File: config.mk
export PLATFORM = sky130hd
export DESIGN_NAME = clk_div_ramp
export DESIGN_NICKNAME = d
export VERILOG_FILES = /design/src/rtl/clk_div_pkg.sv /design/src/rtl/clk_div_ramp.sv
export SDC_FILE = /design/constraint.sdc
export NUM_CORES = 1
export LEC_CHECK = 0
export CAP_MARGIN = 40
export CORE_ASPECT_RATIO = 1.5
export CORE_UTILIZATION = 42
export DETAILED_ROUTE_END_ITERATION = 12
export GPL_TIMING_DRIVEN = 0
export PLACE_DENSITY = 0.68
export SLEW_MARGIN = 20
export SYNTH_ARGS = -nofsm -noshare
export SYNTH_HDL_FRONTEND = slang
export SYNTH_SLANG_ARGS = --single-unit
export TNS_END_PERCENT = 1
File: constraint.sdc
create_clock -name clk_i -period 2.7 [get_ports clk_i]
set_clock_uncertainty 0.15 [all_clocks]
set_input_delay 0.405 -clock clk_i [delete_from_list [all_inputs] [get_ports clk_i]]
set_output_delay 0.405 -clock clk_i [all_outputs]
set_load 0.02 [all_outputs]
File: src/rtl/clk_div_pkg.sv
// Shared types and constants for the clock divider and its upstream ramp controller.
package clk_div_pkg;

  localparam int unsigned DIV_WIDTH_DEFAULT = 4;

  typedef enum logic [1:0] {
    IDLE   = 2'd0,
    RAMP   = 2'd1,
    SETTLE = 2'd2
  } ramp_state_e;

endpackage

File: src/rtl/clk_div_ramp.sv
// Walks the divider's div value toward a requested target one step per dwell
// period, then waits one more dwell period before pulsing done_o.
module clk_div_ramp
  import clk_div_pkg::*;
#(
  parameter int unsigned DIV_WIDTH   = DIV_WIDTH_DEFAULT,
  parameter int unsigned STEP_CYCLES = 16,
  parameter int unsigned RESET_DIV   = 0
) (
  input  logic                 clk_i,
  input  logic                 arst_ni,
  input  logic [DIV_WIDTH-1:0] tgt_div_i,
  input  logic                 tgt_valid_i,
  output logic                 tgt_ready_o,
  input  logic                 abort_i,
  output logic [DIV_WIDTH-1:0] div_o,
  output logic                 busy_o,
  output logic                 done_o,
  output logic [1:0]           state_o
);

  localparam int unsigned          CNT_W    = (STEP_CYCLES > 1) ? $clog2(STEP_CYCLES) : 1;
  localparam logic [CNT_W-1:0]     CNT_LAST = CNT_W'(STEP_CYCLES - 1);
  localparam logic [CNT_W-1:0]     CNT_ONE  = CNT_W'(1);
  localparam logic [DIV_WIDTH-1:0] DIV_RST  = DIV_WIDTH'(RESET_DIV);
  localparam logic [DIV_WIDTH-1:0] DIV_ONE  = DIV_WIDTH'(1);

  ramp_state_e          r_state;
  ramp_state_e          w_state_nxt;
  logic [CNT_W-1:0]     r_cnt;
  logic [CNT_W-1:0]     w_cnt_nxt;
  logic [DIV_WIDTH-1:0] r_tgt;
  logic [DIV_WIDTH-1:0] w_tgt_nxt;
  logic [DIV_WIDTH-1:0] r_div;
  logic [DIV_WIDTH-1:0] w_div_nxt;
  logic [DIV_WIDTH-1:0] w_div_step;
  logic                 r_done;
  logic                 w_done_nxt;
  logic                 w_cnt_last;

  // Handshake: a request transfers on the clk_i edge where tgt_valid_i and
  // tgt_ready_o are both high; ready is high exactly while in IDLE, so a
  // requester holding valid during a ramp is taken on the first IDLE cycle.
  assign tgt_ready_o = (r_state == IDLE);
  assign busy_o      = (r_state == RAMP) || (r_state == SETTLE);
  assign done_o      = r_done;
  assign div_o       = r_div;
  assign state_o     = r_state;

  assign w_cnt_last = (r_cnt == CNT_LAST);
  assign w_div_step = (r_tgt > r_div) ? (r_div + DIV_ONE) : (r_div - DIV_ONE);

  always_ff @(posedge clk_i or negedge arst_ni) begin
    if (!arst_ni) begin
      r_state <= IDLE;
      r_cnt   <= '0;
      r_tgt   <= DIV_RST;
      r_div   <= DIV_RST;
      r_done  <= 1'b0;
    end else begin
      r_state <= w_state_nxt;
      r_cnt   <= w_cnt_nxt;
      r_tgt   <= w_tgt_nxt;
      r_div   <= w_div_nxt;
      r_done  <= w_done_nxt;
    end
  end

  always_comb begin
    w_state_nxt = r_state;
    w_cnt_nxt   = r_cnt;
    w_tgt_nxt   = r_tgt;
    w_div_nxt   = r_div;
    w_done_nxt  = 1'b0;
    unique case (r_state)
      IDLE: begin
        if (tgt_valid_i) begin
          w_tgt_nxt = tgt_div_i;
          w_cnt_nxt = '0;
          if (tgt_div_i == r_div) begin
            w_done_nxt = 1'b1;
          end else begin
            w_state_nxt = RAMP;
          end
        end
      end
      RAMP: begin
        // Abort has priority over a step falling on the same edge.
        if (abort_i) begin
          w_state_nxt = IDLE;
          w_cnt_nxt   = '0;
        end else if (w_cnt_last) begin
          w_div_nxt = w_div_step;
          w_cnt_nxt = '0;
          if (w_div_step == r_tgt) begin
            w_state_nxt = SETTLE;
          end
        end else begin
          w_cnt_nxt = r_cnt + CNT_ONE;
        end
      end
      SETTLE: begin
        if (abort_i) begin
          w_state_nxt = IDLE;
          w_cnt_nxt   = '0;
        end else if (w_cnt_last) begin
          w_state_nxt = IDLE;
          w_cnt_nxt   = '0;
          w_done_nxt  = 1'b1;
        end else begin
          w_cnt_nxt = r_cnt + CNT_ONE;
        end
      end
      default: begin
        w_state_nxt = IDLE;
        w_cnt_nxt   = '0;
      end
    endcase
  end

endmodule

; Word level (Yosys, flattened, before mapping)
; Cells that the tools add are included.
[totals]
ff_bits = 15
latchBits = 0
mem_bits_rw = 0
rom_bits = 0
in_bits = 8
output_inout_bits = 9
elab_cells = 44
memories = 0
[op_classes]
n_addsub = 3
mul = 0
div = 0
magnitude_cmp = 1
n_eq_ne = 10
shift = 0
mux = 18
n_bitwise = 1
n_reduce_logical = 6
[ops]
columns = op, count
row1 = 4-bit two-way mux, 4
row2 = 2-bit two-way mux, 7
row3 = "4-bit by 1-bit adder with 4-bit output, second input constant", 2
row4 = 4-bit == test, 2
row5 = 4-bit case mux with 2 select lines, 1
row6 = "3-bit != test, second input constant", 2
row7 = 2-bit case mux with 3 select lines, 1
row8 = 5-bit AND reduction, 1
row9 = "4-bit == test, second input constant", 1
row10 = 4-bit greater-than comparator, 1
row11 = 1-bit two-way mux, 4
row12 = "2-bit != test, second input constant", 2
row13 = "4-bit by 1-bit subtractor with 4-bit output, second input constant", 1
row14 = "3-bit by 2-bit != test with 1-bit output, second input constant", 1
row15 = 3-bit AND reduction, 1
row16 = "2-bit by 1-bit == test with 1-bit output, second input constant", 1
row17 = "2-bit == test, second input constant", 1
row18 = 2-bit zero test, 1
row19 = 1-bit case mux with 2 select lines, 1
row20 = 2-bit AND reduction, 1
row21 = 2-bit OR reduction, 1
row22 = 1-bit logical OR, 1
row23 = 1-bit inverter, 1

; Depth between registers and ports, before layout
; Gate-level depths: netlist of the first run.
[depth]
word_depth = 7
depth_mapped = 13
depth_no_buf = 13

; Worst setup path before layout of the first run
; No wires, ideal clock.
[synth_timing]
path_type = flip-flop to flip-flop
startpoint = register r_div[1] (netlist: div_o[1])
endpoint = register r_state[0] (netlist: state_o[0])
setup_time_ns = 0.087
arrival_time_ns = 2.757
required_ns = 2.463
slack_ns = -0.293
stages_incl_launch_ff = 14
path_buffers = 0
period_less_slack_ns = 2.993
cell_sequence = dfrtp_1 -> inv_1 -> ha_1 -> nor2b_1 -> o211ai_1 -> a21oi_2 -> inv_1 -> ha_1 -> a21o_1 -> a21oi_2 -> xnor2_1 -> xnor2_1 -> mux2_2 -> o211ai_1
[synth_between]
elab_chain_cells = 5
elab_cells_between_ends = 9
cone_classes = 2 x add/sub / 1 x order compare / 4 x eq/ne / 1 x mux / 1 x reduce/logical
[synth_lines]
columns = item, line_no
row1 = start: declaration, clk_div_ramp.sv:34  ; logic [DIV_WIDTH-1:0] r_div;
row2 = start signal: assignment, clk_div_ramp.sv:64  ; r_div <= w_div_nxt;
row3 = "4-bit by 1-bit subtractor with 4-bit output, or another cell as far along", clk_div_ramp.sv:51  ; assign w_div_step = (r_tgt > r_div) ? (r_div + DIV_ONE) : (r_div - DIV_ONE);
row4 = 4-bit two-way mux, clk_div_ramp.sv:51
row5 = 4-bit == test, clk_div_ramp.sv:95  ; if (w_div_step == r_tgt) begin
row6 = 3-bit by 2-bit != test with 1-bit output (no line), -
row7 = 5-bit AND reduction (no line) (*), -
row8 = end signal: assignment, clk_div_ramp.sv:61  ; r_state <= w_state_nxt;
row9 = end: declaration, clk_div_ramp.sv:28  ; ramp_state_e r_state;
; Every way passes the cells marked *; elsewhere a longest branch is shown, timed or not.
; A chain may end at the register's enable or synchronous reset.

; Worst setup path after layout of the first run
; Ends and elaborated chain as after synthesis.

==> Flow_metrics.wiki, run 1 <==
{| class="wikitable"
! Metric !! Value
|-
| Leading register cell type out of synthesis || sky130_fd_sc_hd__dfrtp_1
|-
| Per-instance average area after synthesis || 9.98 sq um
|-
| Power Dens Cells || 1020 nW/um^2
|-
| Final-layout setup total negative slack || -0.309 ns
|-
| Initial DRC count || 10
|-
| Starting utilization of the core area || 44.7%
|-
| Clock input transition at the sequential cells of the worst setup and hold paths || 0.09 ns
|-
| Net count of the finished layout || 155
|-
| Number of global-route vias before repair || 883
|-
| Syn. warnings || 0
|-
| Worst rel slew slack || 52.2%
|-
| Antenna violations before repair || 0
|-
| Die Ht || 61.7 um
|-
| Worst hold path class || flip-flop to flip-flop
|-
| Worst EP required || 2.77 ns
|-
| Congestion Overflow GR || 0
|-
| DRC errors left || 0
|-
| Max IR drop VDD || 0.586 mV
|-
| Crit-path max FO || 2
|-
| Slowest-stage cell, CP || sky130_fd_sc_hd__dfrtp_2
|-
| Floorplan Core Area || 2230 sq um
|-
| Count of final max-slew check failures || 0
|-
| Number of standard cells after synthesis || 100
|-
| Port-buffer cells || 16
|-
| Seq cells post-synth || 15
|-
| Post-Synthesis Cell Area || 998 sq um
|-
| Number of enable flip-flop cells after synthesis || 0
|-
| Crit path time final || 2.88 ns
|-
| Mean number of vias per cell || 5.49
|-
| 1st-pass router iterations || 4
|-
| Total placed instance area || 1190 sq um
|-
| Setup violators final || 2
|-
| Global-route total usage across every layer || 19.4%
|-
| Overall die area || 2580 sq um
|-
| Startpoint types || flip-flop
|-
| Max-capacitance violation count || 0
|-
| CTS tree || yes
|-
| Number of vias after detailed routing || 868
|-
| Global-route wire length before repair || 3740 um
|-
| Synthesized Nets || 119
|-
| Number of buffers inserted during clock tree synthesis || 3
|-
| Largest area contributor in the netlist || sky130_fd_sc_hd__dfrtp_1
|-
| Cell at the root of the clock tree || sky130_fd_sc_hd__clkbuf_4
|-
| Weighted congestion reported at the end of routability-driven placement || 0.782
|-
| Dominant cells by area after synthesis || sky130_fd_sc_hd__dfrtp_1, sky130_fd_sc_hd__ha_1, sky130_fd_sc_hd__xnor2_1
|-
| Worst R2R Path Depth || 13
|-
| Leading cell types in the layout, fill and taps excluded || sky130_fd_sc_hd__clkdlybuf4s50_1, sky130_fd_sc_hd__buf_4, sky130_fd_sc_hd__dfrtp_1, sky130_fd_sc_hd__xnor2_1, sky130_fd_sc_hd__inv_1
|-
| Worst path arrival time || 2.95 ns
|-
| Crit path largest cell delay || 0.42 ns
|-
| Result of the run || finished, violations left
|-
| Layout area overhead || 42.6%
|-
| Clock latency at the later pin of the worst-skew pair || 0.29 ns
|-
| Sequential element share of the synthesized area || 37.6%
|-
| Number of buffers on the longest clock path || 2
|-
| Horizontal die dimension || 41.8 um
|-
| Pin slew with the least headroom to its limit || 0.715 ns
|-
| Layout Cells excl Fill || 158
|-
| Category of the most critical setup path || flip-flop to flip-flop
|-
| Fraction of layout cells with a size suffix above 1 || 31.9%
|-
| Setup repair after global routing missed its margin || yes
|-
| Crit-path most repeated cell || sky130_fd_sc_hd__o211ai_1
|-
| Finished layout cell area || 1420 sq um
|-
| Post-DRT Antenna Nets || 0
|-
| HPWL after DPL || 1540 um
|-
| Nature of the critical path endpoint || flip-flop
|-
| I/O pin total || 17
|-
| Row count || 21
|-
| Smallest setup slack after layout || -0.182 ns
|-
| Most common cell after layout, fill and taps aside || sky130_fd_sc_hd__clkdlybuf4s50_1
|-
| Hold buffer count at cts || 0
|-
| Antenna Diode Count || 0
|-
| Worst Hold Margin || 0.338 ns
|-
| Post-synth top area share || 37.6%
|-
| Wirelength, routed || 2340 um
|-
| Cell leakage power || 0.630 nW
|-
| Utilization of the core after routing || 63.8%
|-
| Final Hold Viols || 0
|-
| Placed cell count || 139
|-
| Total number of H-tree levels || 1
|-
| Count of distinct cell types in the synthesized netlist || 27
|-
| FFs w/ async S/R, synth || 100%
|-
| Wire length per cell after detailed routing || 14.8 um
|-
| Worst-path cell chain || inv_2 -> ha_4 -> nor2b_4 -> o211ai_1 -> a21oi_2 -> buf_4 -> fa_2 -> xor2_2 -> xnor2_2 -> nor3_2 -> nand3_1 -> mux2_4 -> o211ai_1
|-
| Pin count of the biggest net entering global routing || 16
|-
| Highest Clock Rate || 347 MHz
|-
| WHS Path Cells || 1
|-
| Num Clock Sinks || 15
|-
| Crit share post-route || 107%
|-
| Failing checks || negative setup slack
|}
-- synthesized netlist by cell type (2+ instances only) --
cell type                  instances
sky130_fd_sc_hd__nand3_1           2
sky130_fd_sc_hd__dfrtp_1          15
sky130_fd_sc_hd__nand2_1           6
sky130_fd_sc_hd__a21o_1            2
sky130_fd_sc_hd__mux2_2            5
sky130_fd_sc_hd__o211ai_1          2
sky130_fd_sc_hd__ha_1             10
sky130_fd_sc_hd__nand4_1           2
sky130_fd_sc_hd__xnor2_1          12
sky130_fd_sc_hd__nor2_1            7
sky130_fd_sc_hd__a21oi_2           2
sky130_fd_sc_hd__inv_1            10
sky130_fd_sc_hd__a21oi_1           3
sky130_fd_sc_hd__nor2b_1           3
sky130_fd_sc_hd__o21ai_0           7
-- worst paths after layout --
kind	from	to	slack, ns
worst max-delay path	div_o[1]	state_o[0]	-0.18
worst min-delay path	r_cnt[3]	r_cnt[3]	0.34
worst max register to register	div_o[1]	state_o[0]	-0.18
worst min register to register	r_cnt[3]	r_cnt[3]	0.34
max in group asynchronous	arst_ni	div_o[2]	1.52
min in group asynchronous	arst_ni	state_o[1]	0.38
-- worst max-delay path, delay by kind of cell (launching register included) --
family                     cells  cell delay, ns
AOI/OAI and AO/OA              3            0.42
xor gates and xnor gates       2            0.35
adders and majority gates      2            0.55
buffers and inverters          2            0.23
DFF                            1            0.42
muxes                          1            0.26
and+or+nand+nor                3            0.43
-- cells by family (layout without fill, tap and decap cells) --
| kind of cell | after synthesis | in the layout | share of synthesized area (%) |
|---|---|---|---|
| adders and majority gates | 11 | 11 | 14.5 |
| AOI/OAI and AO/OA | 20 | 20 | 13.5 |
| and+or+nand+nor | 26 | 26 | 13.5 |
| xor gates and xnor gates | 13 | 13 | 11.4 |
| DFF | 15 | 15 | 37.6 |
| muxes | 5 | 5 | 5.64 |
| buffers and inverters | 10 | 45 | 3.76 |
-- routing by layer --
metal  routed length [um]  vias up  GRT usage, %
met5                    0        -             0
met4                   32        0          8.76
met3                   65        7          3.76
met2                 1310       20          34.4
met1                  927      422          23.1
li1                     -      419             -
-- timing repair --
item,CTS,global route
buffers inserted,9,6
setup endpoints to repair,2,2
pin swaps,9,11
resized for setup,8,7
-- through the flow --
step | power, mW | setup slack, ns
4_1_cts | 1.37 | -0.175
3_5_place_dp | 1.05 | -0.392
2_1_floorplan | 0.859 | -0.166
5_1_grt | 1.56 | -0.286
6_report | 1.45 | -0.182
3_3_place_gp | 1.04 | -0.332
-- area by class of cell --
type / instances / area (sq um)
well taps: 23 / 28.8
inverters: 10 / 37.5
flip-flops and latches: 15 / 380
multi-input cells: 75 / 678
clock buffers: 4 / 26.3
fillers: 188 / 810
repair buffers: 31 / 273
-- state kept, by name, summed over array words and instances, names as in the netlist --
name and flops:
div_o 4, r_cnt 4, r_tgt 4, state_o 2, done_o 1
-- power breakdown --
part	switching (mW)	total (mW)	internal, mW	leakage, nW
logic	0.464	0.972	0.507	0.428
clock network	0.0753	0.133	0.0575	0.0150
registers	0.0605	0.343	0.283	0.187
No activity file was read; power rests on OpenSTA's default activity.
==> run 2, diff against run 1 <==
--- a/config.mk
+++ b/config.mk
@@ -5,12 +5,11 @@
 export SDC_FILE = /design/constraint.sdc
 export NUM_CORES = 1
 export LEC_CHECK = 0
-export CAP_MARGIN = 40
 export CORE_ASPECT_RATIO = 1.5
 export CORE_UTILIZATION = 42
 export DETAILED_ROUTE_END_ITERATION = 12
 export GPL_TIMING_DRIVEN = 0
-export PLACE_DENSITY = 0.68
+export PLACE_DENSITY = 0.66
 export SLEW_MARGIN = 20
 export SYNTH_ARGS = -nofsm -noshare
 export SYNTH_HDL_FRONTEND = slang
==> constraint.sdc (replaced) <==
create_clock -name clk_i -period 3.5 [get_ports clk_i]
set_clock_uncertainty 0.15 [all_clocks]
set_input_delay 0.525 -clock clk_i [delete_from_list [all_inputs] [get_ports clk_i]]
set_output_delay 0.525 -clock clk_i [all_outputs]
set_load 0.02 [all_outputs]
==> run 2 against run 1 <==
  * The run now ends clean
  * First-iteration DRC count grew 50%
  * Setup slack better by 0.52 ns
  * Register-to-register slack better by 0.52 ns
  * Worst hold slack better by 0.0021 ns
  * Power fell by 37%
  * Combinational power decreased by 43%
  * Design area fell by 15%
  * Via count is 9.8% lower
==> Flow_metrics.wiki, run 2 (synthesis gave the netlist of run 1 again) <==
{| class="wikitable"
! Metric !! Value
|-
| Result of the run || complete, no violations
|-
| Setup violators final || 0 (-2)
|-
| Max-capacitance violation count || 0 (unchanged)
|-
| Hold buffer count at cts || 0 (unchanged)
|-
| Total number of H-tree levels || 1 (unchanged)
|-
| 1st-pass router iterations || 3 (-1)
|-
| Minimum setup slack after placement || 0.352 ns (+0.744 ns)
|-
| Power Dens Cells || 749 nW/um^2 (-26%)
|-
| Worst EP required || 3.54 ns (+0.77 ns)
|-
| Die Ht || 61.7 um (unchanged)
|-
| Antenna Diode Count || 0 (unchanged)
|-
| HPWL after DPL || 1580 um (+2.7%)
|-
| Congestion Overflow GR || 0 (unchanged)
|-
| Leading cell types in the layout, fill and taps excluded || sky130_fd_sc_hd__clkdlybuf4s50_1, sky130_fd_sc_hd__dfrtp_1, sky130_fd_sc_hd__xnor2_1, sky130_fd_sc_hd__inv_1, sky130_fd_sc_hd__ha_1
|-
| Clock input transition at the sequential cells of the worst setup and hold paths || 0.09 ns (about the same)
|-
| Power consumption || 910 uW (-37%)
|-
| Category of the most critical setup path || flip-flop to flip-flop
|-
| Highest Clock Rate || 316 MHz (-8.9%)
|-
| Portion of total power attributed to sequential cells || 28.5% (+4.8 points)
|-
| Nature of the critical path endpoint || flip-flop
|-
| Most common cell after layout, fill and taps aside || sky130_fd_sc_hd__clkdlybuf4s50_1
|-
| Total placed instance area || 1190 sq um (-0.31%)
|-
| Global-route wire length before repair || 3460 um (-7.4%)
|-
| Floorplan Core Area || 2230 sq um (unchanged)
|-
| Count of final max-slew check failures || 0 (unchanged)
|-
| Slowest-stage cell, CP || sky130_fd_sc_hd__dfrtp_1
|-
| Crit-path max FO || 5 (+3)
|-
| Post-CTS Repair Setup Buffers || 0 (-9)
|-
| Number of buffers inserted during clock tree synthesis || 3 (unchanged)
|-
| Cell leakage power || 0.529 nW (-16%)
|-
| Overall die area || 2580 sq um (unchanged)
|-
| Layout area overhead || 21.6%
|-
| Port-buffer cells || 16 (unchanged)
|-
| Final-layout setup total negative slack || 0 ns (+0.309 ns)
|-
| Layout filler cell count || 208 (+11%)
|-
| Crit path time final || 3.16 ns (+0.280 ns)
|-
| Number of cells upsized or downsized after cts || 0 (-8)
|-
| Sw power || 386 uW (-36%)
|-
| Crit path largest cell delay || 0.45 ns (+0.03 ns)
|-
| Number of global-route vias before repair || 832 (-5.8%)
|-
| Row count || 21 (unchanged)
|-
| Max IR drop VDD || 0.356 mV (-39%)
|-
| Smallest setup slack after layout || 0.338 ns (+0.520 ns)
|-
| Wirelength, routed || 1950 um (-17%)
|-
| Antenna violations before repair || 0 (unchanged)
|-
| Sum of buffers and inverters on the critical path || 2 (unchanged)
|-
| Utilization of the core after routing || 54.3% (-9.4 points)
|-
| Worst rel slew slack || 55.1% (+2.9 points)
|-
| Crit share post-route || 90.4% (-16 points)
|-
| Cell Int Power || 524 uW (-38%)
|-
| CTS tree || yes
|-
| Fraction of layout cells with a size suffix above 1 || 10.0% (-22 points)
|-
| Part of the power in combinational logic || 60.5% (-6.6 points)
|-
| I/O pin total || 17 (unchanged)
|-
| Finished layout cell area || 1210 sq um (-15%)
|-
| Setup repair after global routing missed its margin || no
|-
| Initial DRC count || 15 (+5)
|-
| Cell at the root of the clock tree || sky130_fd_sc_hd__clkbuf_4
|-
| Worst path arrival time || 3.20 ns (+0.25 ns)
|-
| Clock latency at the later pin of the worst-skew pair || 0.28 ns (about the same)
|-
| Startpoint types || flip-flop
|-
| Post-DRT Antenna Nets || 0 (unchanged)
|-
| Starting utilization of the core area || 44.7% (unchanged)
|-
| Number of vias after detailed routing || 783 (-9.8%)
|-
| Worst hold path class || flip-flop to flip-flop
|-
| Global-route total usage across every layer || 17.9% (-1.5 points)
|-
| Final Hold Viols || 0 (unchanged)
|-
| Worst-path cell chain || inv_1 -> ha_1 -> nor2b_1 -> o211ai_1 -> a21oi_2 -> inv_1 -> ha_1 -> a21o_1 -> a21oi_2 -> xnor2_1 -> xnor2_1 -> mux2_2 -> o211ai_1
|-
| Weighted congestion reported at the end of routability-driven placement || 0.840 (+7.4%)
|-
| Mean number of vias per cell || 5.48 (-0.33%)
|-
| Share of total power in the clock network || 10.9% (+1.7 points)
|-
| Number of buffers on the longest clock path || 2 (unchanged)
|-
| Pin count of the biggest net entering global routing || 16 (unchanged)
|-
| Num Clock Sinks || 15 (unchanged)
|-
| Pin slew with the least headroom to its limit || 0.671 ns (-0.0434 ns)
|-
| DRC errors left || 0 (unchanged)
|-
| Kind of cell adding the most delay to the critical path || compound AO/OA/AOI/OAI gates
|-
| Switching share of power || 42.4% (+0.96 points)
|-
| Net count of the finished layout || 140 (-9.7%)
|-
| Horizontal die dimension || 41.8 um (unchanged)
|-
| Wire length per cell after detailed routing || 13.6 um (-7.8%)
|}
[run 2: changes by cell type in the layout (fill, tap and decap cells not counted), moves of 2 or more]
cell	change
sky130_fd_sc_hd__ha_4	-3
sky130_fd_sc_hd__dfrtp_2	-4
sky130_fd_sc_hd__ha_1	+3
sky130_fd_sc_hd__buf_4	-15
sky130_fd_sc_hd__xnor2_2	-3
sky130_fd_sc_hd__dfrtp_1	+4
sky130_fd_sc_hd__inv_2	-2
sky130_fd_sc_hd__xnor2_1	+3
sky130_fd_sc_hd__inv_1	+2
[run 2: layout make-up]
type	instances	area [sq um]	area share [%]
repair buffers	16	160	13.2
clock buffers	4	26.3	2.16
inverters	10	37.5	3.09
multi-input cells	75	586	48.2
flip-flops and latches	15	375	30.9
well taps	23	28.8	2.37
[run 2: power groups by stage]
| stage | logic (mW) | registers (mW) | clock network [mW] |
|---|---|---|---|
| 4_1_cts | 0.554 | 0.261 | 0.100 |
| 3_5_place_dp | 0.553 | 0.264 | 0 |
| 6_report | 0.551 | 0.260 | 0.0994 |
| 2_1_floorplan | 0.394 | 0.269 | 0 |
| 3_3_place_gp | 0.533 | 0.262 | 0 |
| 5_1_grt | 0.615 | 0.269 | 0.107 |
[run 2: through the flow]
step	hold WS, ns	cells
2_1_floorplan	0.0794	100
3_3_place_gp	0.344	139
3_5_place_dp	0.342	139
4_1_cts	0.353	143
5_1_grt	0.393	143
6_report	0.340	143
[run 2: metal layers]
metal / global-route usage (%) / wire (um)
met4: 11.5 / 46
met5: 0 / 0
met2: 33.7 / 1040
met3: 1.45 / 56
met1: 19.5 / 803
[run 2: worst paths after layout]
path	endpoint	cells after the start	slack, ns	startpoint
max	state_o[0]	13	0.34	div_o[1]
min	r_cnt[3]	1	0.34	r_cnt[3]
max reg2reg	state_o[0]	13	0.34	div_o[1]
min reg2reg	r_cnt[3]	1	0.34	r_cnt[3]
max in group asynchronous	r_cnt[3]	1	2.28	arst_ni
min in group asynchronous	r_tgt[0]	1	0.50	arst_ni
==> run 3, diff against run 2 <==
--- a/config.mk
+++ b/config.mk
@@ -9,7 +9,9 @@
 export CORE_UTILIZATION = 42
 export DETAILED_ROUTE_END_ITERATION = 12
 export GPL_TIMING_DRIVEN = 0
-export PLACE_DENSITY = 0.66
+export HOLD_SLACK_MARGIN = 0.06
+export PLACE_DENSITY = 0.68
+export SKIP_CTS_REPAIR_TIMING = 1
 export SLEW_MARGIN = 20
 export SYNTH_ARGS = -nofsm -noshare
 export SYNTH_HDL_FRONTEND = slang
==> constraint.sdc (replaced) <==
create_clock -name clk_i -period 2.8 [get_ports clk_i]
set_clock_uncertainty 0.15 [all_clocks]
set_input_delay 0.42 -clock clk_i [delete_from_list [all_inputs] [get_ports clk_i]]
set_output_delay 0.42 -clock clk_i [all_outputs]
set_load 0.02 [all_outputs]
==> run 3 against run 2 <==
  * Sequential power rose by 28%
  * Critical path depth did not move
  * Count of clock-buffer cells in the layout did not move
  * Non-clock buffer count rose by 9
  * Core utilization rose by 7.1 points
  * Flip-flop and latch count did not move
  * The run now ends with negative setup slack left
  * Highest routed layer unchanged
  * Worst hold slack improved by 0.0015 ns
  * Clock power rose by 33%
==> Flow_metrics.wiki, run 3 (synthesis gave the netlist of run 1 again) <==
{| class="wikitable"
! Metric !! Value
|-
| Antenna violations before repair || 0 (unchanged)
|-
| Share of total power in the clock network || 9.8% (-1.1 points)
|-
| Layout filler cell count || 202 (-2.9%)
|-
| Cell Int Power || 783 uW (+49%)
|-
| Horizontal die dimension || 41.8 um (unchanged)
|-
| Number of vias after detailed routing || 827 (+5.6%)
|-
| DRC errors left || 0 (unchanged)
|-
| WHS Path Cells || 1 (unchanged)
|-
| Sw power || 566 uW (+47%)
|-
| Failing checks || negative setup slack
|-
| Layout area overhead || 37.3%
|-
| Result of the run || finished, violations left
|-
| Final-layout setup total negative slack || -0.219 ns (-0.219 ns)
|-
| Smallest setup slack after layout || -0.160 ns (-0.498 ns)
|-
| Max IR drop VDD || 0.582 mV (+63%)
|-
| I/O pin total || 17 (unchanged)
|-
| Fraction of layout cells with a size suffix above 1 || 29.5% (+19 points)
|-
| Endpoint of the worst-slack reg-to-reg timing path || state_o[0]
|-
| Worst R2R Path Depth || 13 (unchanged)
|-
| Net count of the finished layout || 149 (+6.4%)
|-
| Row count || 21 (unchanged)
|-
| Congestion Overflow GR || 0 (unchanged)
|-
| Highest Clock Rate || 338 MHz (+6.8%)
|-
| Portion of total power attributed to sequential cells || 24.6% (-3.9 points)
|-
| Die Ht || 61.7 um (unchanged)
|-
| Total number of H-tree levels || 1 (unchanged)
|-
| 1st-pass router iterations || 4 (+1)
|-
| Part of the power in combinational logic || 65.6% (+5.1 points)
|-
| Clock latency at the later pin of the worst-skew pair || 0.29 ns (about the same)
|-
| Startpoint types || flip-flop
|-
| Worst path arrival time || 3.03 ns (-0.17 ns)
|-
| Initial DRC count || 25 (+10)
|-
| Finished layout cell area || 1370 sq um (+13%)
|-
| Max-capacitance violation count || 0 (unchanged)
|-
| Crit share post-route || 106% (+15 points)
|-
| Total placed instance area || 1190 sq um (+0.32%)
|-
| Pin count of the biggest net entering global routing || 16 (unchanged)
|-
| Final Hold Viols || 0 (unchanged)
|-
| Num Clock Sinks || 15 (unchanged)
|-
| Cell at the root of the clock tree || sky130_fd_sc_hd__clkbuf_4
|-
| Crit path time final || 2.96 ns (-0.202 ns)
|-
| Setup violators final || 2 (+2)
|-
| Switching share of power || 42.0% (-0.41 points)
|-
| Mean number of vias per cell || 5.44 (-0.63%)
|-
| Cell leakage power || 0.595 nW (+12%)
|-
| Number of buffers on the longest clock path || 2 (unchanged)
|-
| Worst hold start || r_cnt[3]
|-
| Setup repair after global routing missed its margin || yes
|-
| Crit-path max FO || 3 (-2)
|-
| Wire length per cell after detailed routing || 15.4 um (+13%)
|-
| HPWL after DPL || 1540 um (-2.6%)
|-
| Weighted congestion reported at the end of routability-driven placement || 0.782 (-6.9%)
|-
| Pin slew with the least headroom to its limit || 0.710 ns (+0.0390 ns)
|-
| Antenna Diode Count || 0 (unchanged)
|-
| Global-route total usage across every layer || 18.4% (+0.54 points)
|-
| Worst hold path class || flip-flop to flip-flop
|-
| Port-buffer cells || 16 (unchanged)
|-
| Register-to-register setup slack || -0.16 ns (-0.50 ns)
|-
| Worst rel slew slack || 52.5% (-2.6 points)
|-
| Worst EP required || 2.87 ns (-0.67 ns)
|-
| Category of the most critical setup path || flip-flop to flip-flop
|-
| Placed cell count || 139 (unchanged)
|-
| Floorplan Core Area || 2230 sq um (unchanged)
|-
| Leading cell types in the layout, fill and taps excluded || sky130_fd_sc_hd__clkdlybuf4s50_1, sky130_fd_sc_hd__dfrtp_1, sky130_fd_sc_hd__xnor2_1, sky130_fd_sc_hd__buf_4, sky130_fd_sc_hd__inv_1
|-
| Clock input transition at the sequential cells of the worst setup and hold paths || 0.10 ns (about the same)
|-
| Overall die area || 2580 sq um (unchanged)
|-
| Count of final max-slew check failures || 0 (unchanged)
|-
| CTS tree || yes
|-
| Most common cell after layout, fill and taps aside || sky130_fd_sc_hd__clkdlybuf4s50_1
|-
| Layout Cells excl Fill || 152 (+6.3%)
|-
| Starting utilization of the core area || 44.7% (unchanged)
|-
| Number of buffers inserted during clock tree synthesis || 3 (unchanged)
|-
| Number of global-route vias before repair || 833 (+0.12%)
|-
| Wirelength, routed || 2340 um (+20%)
|-
| Global-route wire length before repair || 3570 um (+3.2%)
|-
| End point of the worst hold path || r_cnt[3]
|-
| Nature of the critical path endpoint || flip-flop
|-
| Power Dens Cells || 984 nW/um^2 (+31%)
|-
| Post-DRT Antenna Nets || 0 (unchanged)
|-
| Origin of the critical flop-to-flop path || div_o[1]
|}
[run 3: cell types whose count changed in the layout (fill, tap and decap cells not counted), moves of 2 or more]
cell,change
sky130_fd_sc_hd__buf_4,+9
sky130_fd_sc_hd__dfrtp_1,-4
sky130_fd_sc_hd__dfrtp_2,+4
sky130_fd_sc_hd__ha_1,-4
sky130_fd_sc_hd__ha_2,+2
sky130_fd_sc_hd__ha_4,+2
sky130_fd_sc_hd__inv_1,-2
sky130_fd_sc_hd__inv_2,+2
sky130_fd_sc_hd__xnor2_1,-3
sky130_fd_sc_hd__xnor2_2,+3
[run 3: metal layers]
layer  track usage, %  up-vias  wire length (um)
met4             8.76        0                30
met5                0        -                 0
met1             22.3      399               967
met2             31.7       16              1270
met3             3.76        5                67
li1                 -      407                 -
[run 3: final cells by class]
class | instances | area, sq um | area share, %
multi-input cells | 75 | 671 | 48.9
clock buffers | 4 | 26.3 | 1.92
well taps | 23 | 28.8 | 2.10
repair buffers | 25 | 228 | 16.6
inverters | 10 | 37.5 | 2.74
flip-flops and latches | 15 | 380 | 27.7
[run 3: how the worst max path moves through the flow]
stage | startpoint | cells past startpoint | endpoint | slack [ns]
after floorplan | div_o[1] | 13 | state_o[0] | -0.07
after global placement | div_o[1] | 13 | state_o[0] | -0.23
after detailed placement | div_o[1] | 13 | state_o[0] | -0.29
after CTS | div_o[1] | 13 | state_o[0] | -0.32
after global routing | div_o[1] | 13 | state_o[0] | -0.31
final | div_o[1] | 13 | state_o[0] | -0.16
[run 3: power groups by stage]
| stage | combinational [mW] | clock, mW | sequential, mW |
|---|---|---|---|
| after global placement | 0.674 | 0 | 0.324 |
| after CTS | 0.700 | 0.130 | 0.323 |
| after global routing | 0.981 | 0.141 | 0.339 |
| after detailed placement | 0.689 | 0 | 0.328 |
| after floorplan | 0.492 | 0 | 0.336 |
| final | 0.884 | 0.132 | 0.332 |
[run 3: critical path: stages (launching register included)]
cell and delay (ns):
sky130_fd_sc_hd__dfrtp_2 0.41, sky130_fd_sc_hd__inv_2 0.09, sky130_fd_sc_hd__ha_4 0.20, sky130_fd_sc_hd__nor2b_4 0.12, sky130_fd_sc_hd__o211ai_1 0.22, sky130_fd_sc_hd__a21oi_2 0.12, sky130_fd_sc_hd__buf_4 0.15, sky130_fd_sc_hd__fa_2 0.37
sky130_fd_sc_hd__xor2_2 0.17, sky130_fd_sc_hd__xnor2_2 0.16, sky130_fd_sc_hd__nor3_2 0.27, sky130_fd_sc_hd__nand3_1 0.11, sky130_fd_sc_hd__mux2_4 0.26, sky130_fd_sc_hd__o211ai_1 0.09
[run 3: metrics by stage]
stage                     util, %  setup slack [ns]  total power, mW  hold slack [ns]
after floorplan                 -           -0.0664            0.828          -0.0256
after global placement       53.3            -0.232            0.998            0.328
after global routing         61.4            -0.310             1.46            0.367
after detailed placement     53.3            -0.292             1.02            0.336
after CTS                    54.5            -0.324             1.15            0.354
final                        61.4            -0.160             1.35            0.342
